### src/rtl/pipe_ctrl_regs_pkg.sv
// Shared types for the MIPS E/M/W control-and-tag pipeline.
package mips_pipe_pkg;

  typedef logic [4:0] regaddr_t;

  localparam regaddr_t REG_ZERO = 5'd0;

  typedef struct packed {
    logic valid;
    logic regwrite;
    logic memtoreg;
    logic memwrite;
  } ctrl_t;

endpackage

### src/rtl/pipe_ctrl_regs_sat_counter.sv
// Unsigned counter that saturates at all-ones; clear/reset win over increment.
module sat_counter #(
  parameter int unsigned W = 32
) (
  input  logic         clk,
  input  logic         reset,
  input  logic         clr,
  input  logic         inc,
  output logic [W-1:0] count
);

  always_ff @(posedge clk) begin
    if (reset || clr) begin
      count <= '0;
    end else if (inc && (count != '1)) begin
      count <= count + W'(1);
    end
  end

endmodule

### src/rtl/pipe_ctrl_regs.sv
// E/M/W control and register-tag pipeline feeding the hazard unit,
// with saturating stall/flush/retire performance counters.
module pipe_ctrl_regs
  import mips_pipe_pkg::*;
#(
  parameter int unsigned CNTW = 32
) (
  input  logic            clk,
  input  logic            reset,
  input  logic            validD,
  input  logic [4:0]      rsD,
  input  logic [4:0]      rtD,
  input  logic [4:0]      rdD,
  input  logic            regwriteD,
  input  logic            memtoregD,
  input  logic            memwriteD,
  input  logic            regdstD,
  input  logic            stallD,
  input  logic            flushE,
  input  logic            clr_cnt,
  output logic [4:0]      rsE,
  output logic [4:0]      rtE,
  output logic [4:0]      writeregE,
  output logic            regwriteE,
  output logic            memtoregE,
  output logic            validE,
  output logic [4:0]      writeregM,
  output logic            regwriteM,
  output logic            memtoregM,
  output logic            memwriteM,
  output logic            validM,
  output logic [4:0]      writeregW,
  output logic            regwriteW,
  output logic            memtoregW,
  output logic            validW,
  output logic [CNTW-1:0] stall_cnt,
  output logic [CNTW-1:0] flush_cnt,
  output logic [CNTW-1:0] retire_cnt
);

  regaddr_t destD;
  regaddr_t rsEReg, rtEReg, wrEReg, wrMReg, wrWReg;
  ctrl_t    ctrlE, ctrlM, ctrlW;

  always_comb begin
    destD = regdstD ? rdD : rtD;
  end

  // Controls are gated by validD, and $zero writes are squashed here so no
  // later stage ever advertises a write to register 0.
  always_ff @(posedge clk) begin
    if (reset || flushE) begin
      rsEReg <= REG_ZERO;
      rtEReg <= REG_ZERO;
      wrEReg <= REG_ZERO;
      ctrlE  <= '0;
    end else begin
      rsEReg         <= rsD;
      rtEReg         <= rtD;
      wrEReg         <= destD;
      ctrlE.valid    <= validD;
      ctrlE.regwrite <= regwriteD && validD && (destD != REG_ZERO);
      ctrlE.memtoreg <= memtoregD && validD;
      ctrlE.memwrite <= memwriteD && validD;
    end
  end

  always_ff @(posedge clk) begin
    if (reset) begin
      wrMReg <= REG_ZERO;
      ctrlM  <= '0;
    end else begin
      wrMReg <= wrEReg;
      ctrlM  <= ctrlE;
    end
  end

  always_ff @(posedge clk) begin
    if (reset) begin
      wrWReg <= REG_ZERO;
      ctrlW  <= '0;
    end else begin
      wrWReg <= wrMReg;
      ctrlW  <= ctrlM;
    end
  end

  assign rsE       = rsEReg;
  assign rtE       = rtEReg;
  assign writeregE = wrEReg;
  assign regwriteE = ctrlE.regwrite;
  assign memtoregE = ctrlE.memtoreg;
  assign validE    = ctrlE.valid;
  assign writeregM = wrMReg;
  assign regwriteM = ctrlM.regwrite;
  assign memtoregM = ctrlM.memtoreg;
  assign memwriteM = ctrlM.memwrite;
  assign validM    = ctrlM.valid;
  assign writeregW = wrWReg;
  assign regwriteW = ctrlW.regwrite;
  assign memtoregW = ctrlW.memtoreg;
  assign validW    = ctrlW.valid;

  logic flushInc;
  assign flushInc = flushE && !stallD;

  // Load-use bubbles (flush with stall) are counted as stalls only.
  sat_counter #(.W(CNTW)) uStallCnt (
    .clk   (clk),
    .reset (reset),
    .clr   (clr_cnt),
    .inc   (stallD),
    .count (stall_cnt)
  );

  sat_counter #(.W(CNTW)) uFlushCnt (
    .clk   (clk),
    .reset (reset),
    .clr   (clr_cnt),
    .inc   (flushInc),
    .count (flush_cnt)
  );

  sat_counter #(.W(CNTW)) uRetireCnt (
    .clk   (clk),
    .reset (reset),
    .clr   (clr_cnt),
    .inc   (ctrlW.valid),
    .count (retire_cnt)
  );

endmodule
### config.mk
export PLATFORM = sky130hd
export DESIGN_NAME = pipe_ctrl_regs
export DESIGN_NICKNAME = d
export VERILOG_FILES = /design/src/rtl/pipe_ctrl_regs_pkg.sv /design/src/rtl/pipe_ctrl_regs_sat_counter.sv /design/src/rtl/pipe_ctrl_regs.sv
export SDC_FILE = /design/constraint.sdc
export NUM_CORES = 1
export LEC_CHECK = 0
export ABC_AREA = 1
export BUFFER_PORTS_ARGS = -buffer_cell sky130_fd_sc_hd__buf_2
export CAP_MARGIN = 10
export CORE_MARGIN = 2
export CORE_UTILIZATION = 30
export CTS_BUF_LIST = sky130_fd_sc_hd__clkbuf_8
export DETAILED_ROUTE_END_ITERATION = 12
export GPL_TIMING_DRIVEN = 0
export PLACE_DENSITY = 0.52
export SYNTH_ARGS = -nofsm -noshare
export SYNTH_HDL_FRONTEND = slang
export SYNTH_SLANG_ARGS = --single-unit
### constraint.sdc
create_clock -name clk -period 4.3 [get_ports clk]
set_clock_uncertainty 0.15 [all_clocks]
set_input_delay 0.645 -clock clk [delete_from_list [all_inputs] [get_ports clk]]
set_output_delay 0.645 -clock clk [all_outputs]
set_load 0.1 [all_outputs]
==> flow_summary.toml <==
[placed_design]
dpl_cell_area_sq_mm = 0.008021
gp_congestion = 0.8681
portBuffers = 153
dp_hpwl_mm = 16.15

[logic_synthesis]
yosysTopAreaCell = "dfxtp_1"
synth_top_area_share_pct = 38.30
synth_area_per_cell_sq_um = 6.370
synthArstFlopShare_pct = 0
netlist_instances = 1083
syn_area_sq_mm = 0.006899
synth.distinct_cells = 33
netlist_top_cells_area = "dfxtp_1, nor2_1, nand2_1"
syn_nets = 1111
synth_edf_count = 0
yosys-top-cells-count = "nor2_1, nand2_1, dfxtp_1"
synth.most_common_cell = "nor2_1"
synth_ff_type = "dfxtp_1"
synth-seq-area-share_pct = 38.30
yosysWarnings = 0
synth_seq_cells = 132

[grt]
grt_pass1_wl_mm = 34.17
track_usage_pct = 17.67
grt_pass1_vias = 6636
grt.overflow.total = 0
grt_max_degree = 17
grt_antenna_before_repair = 0

[clock_network]
cts_setup_buffers = 0
cts_hold_buf = 0
clockBufferDepth = 2
htree_num_levels = 4
cts.clk_slew.worst_paths_ns = 0.10
clock-sinks = 132
cts_root_buf = "clkbuf_8"
ctsResizeCount = 0
insertion_delay_ns = 0.45
cts_buffers = 17
cts_tree = "yes"

[floorplan]
die_area_sq_mm = 0.02423
die_h_um = 155.6
die_x_um = 155.6
core-area_sq_mm = 0.02264
rows = 55
start_util_pct = 30.47
pin_count = 156

[worst_setup_path]
cp.required_ns = 3.50
cp.arrival_ns = 1.48
worstPathCellList = "buf_2"
slowest_delay_ns = 0.54
crit_fanout = 5
crit_buf_inv = 1
critPathKind = "reg2out"
cp-end-kind = "output pin"
critPathLaunchType = "register"
slowest_stage = "dfxtp_1"
crit_family = "flip-flops"

[cells_and_area]
stdcell_area_sq_mm = 0.008438
area_delta_synth_final_pct = 22.31
drive_gt1_share_pct = 20.66
nets = 1283
diodes = 0

[timing]
slew_headroom_pct = 54.91
fin_crit_sh_pct = 52.87
finalMaxSlewViolations = 0
finalHoldViolCount = 0
rsz0062_at_grt = "false"
setup_viol = 0
worst_pin_slew_ns = 0.6764
finalCriticalPeriod_ns = 2.273
tns_ns = 0
fmax_mhz = 439.9

[pwr]
vdd_drop_max_mv = 0.1745
power_density_mw_per_mm2 = 303.3
p_leak_nw = 3.580

[detailed_routing]
drtPass1Iterations = 6
drt-wirelength-per-cell_um = 13.63
wirelength_mm = 21.17
route.antenna.remaining_nets = 0
via_per_inst = 4.597
drc = 0
vias = 7139
drtIter0Drc = 381

[worst_hold_path]
hold_path_class = "in2reg"

[run_status]
status = "completed"

[flow_run]
maxCapViolations = 0
[metrics by stage]
stage | instances | total power [mW] | setup slack [ns] | hold slack [ns] | util (%)
2_1_floorplan | 1083 | 1.431 | 1.749 | 0.2383 | -
3_3_place_gp | 1521 | 1.480 | 1.804 | 0.2417 | 35.43
3_5_place_dp | 1521 | 1.481 | 1.801 | 0.2460 | 35.43
4_1_cts | 1553 | 2.614 | 1.948 | 0.2043 | 37.27
5_1_grt | 1553 | 2.685 | 1.947 | 0.2080 | 37.27
6_report | 1553 | 2.559 | 2.027 | 0.2426 | 37.27
[final cells by class]
class / count / area, sq um
inverters: 114 / 427.9
multi-input cells: 806 / 3632
well taps: 285 / 356.6
fillers: 2525 / 14200
clock inverters: 15 / 182.7
plain buffers: 31 / 196.4
flip-flops and latches: 132 / 2643
repair buffers: 153 / 765.7
clock buffers: 17 / 234.0
[logic make-up (layout without fill, tap and decap cells)]
group                      Yosys count  after routing  synth area share, %
xor gates and xnor gates             7              7               0.8887
AOI/OAI and AO/OA                   87             87                6.456
adders and majority gates            3              3               0.5441
and+or+nand+nor                    709            709                44.76
buffers and inverters              145            330                9.050
DFF                                132            132                38.30
[path summary, 6_finish.rpt]
path / start / endpoint / slack [ns] / depth (start not counted)
max: validW$_SDFF_PP0_ / validW / 2.03 / 1
max reg2reg: uRetireCnt.count[0]$_SDFFE_PP0P_ / uRetireCnt.count[28]$_SDFFE_PP0P_ / 2.26 / 10
min: rsD[1] / rsE[1]$_SDFF_PP0_ / 0.24 / 3
min reg2reg: ctrlE[0]$_SDFF_PP0_ / memwriteM$_SDFF_PP0_ / 0.26 / 2
[worst reg2reg max path, delay by kind of cell (launching register included)]
kind	cells	cell delay (ns)
DFF	1	0.45
buffers and inverters	1	0.10
and+or+nand+nor	8	1.02
adders and majority gates	1	0.23
[registers in the layout, summed over array words and instances, names as in the netlist]
register / cells
memtoregM: 1
regwriteM: 1
validW: 1
rsE: 5
writeregE: 5
writeregW: 5
uFlushCnt.count: 32
uStallCnt.count: 32
validE: 1
memwriteM: 1
memtoregE: 1
memtoregW: 1
rtE: 5
ctrlE: 1
writeregM: 5
regwriteW: 1
validM: 1
regwriteE: 1
uRetireCnt.count: 32
[routing by layer]
layer | wire length (um) | part of all wire [%] | global-route usage, % | up-vias
met5 | 0 | 0 | 0 | -
met3 | 1448 | 6.8 | 5.056 | 15
met2 | 9454 | 45 | 28.07 | 201
li1 | - | - | - | 3758
met4 | 219 | 1.0 | 4.587 | 0
met1 | 10040 | 47 | 23.58 | 3165
[layout by cell type, fill, tap and decap left out, drive strengths merged]
cell type / netlist / final
inv: 114 / 124
xnor2: 2 / 2
nor3: 14 / 14
nand3: 93 / 93
nor4: 1 / 1
nand3b: 3 / 3
clkbuf: 8 / 25
nand4: 26 / 26
ha: 3 / 3
buf: 23 / 176
o21ai: 8 / 8
nor2: 291 / 291
or2: 3 / 3
dfxtp: 132 / 132
nand2: 276 / 276
xor2: 5 / 5
and2: 2 / 2
o21a: 1 / 1
a21oi: 72 / 72
a31oi: 6 / 6
bufinv: 0 / 1
clkinv: 0 / 4
[power breakdown]
part | switching, mW | internal, mW
clock network | 0.611 | 0.499
logic | 0.165 | 0.0414
registers | 0.00856 | 1.23
total | 0.784 | 1.77
Power figures use the tool's default switching activity.
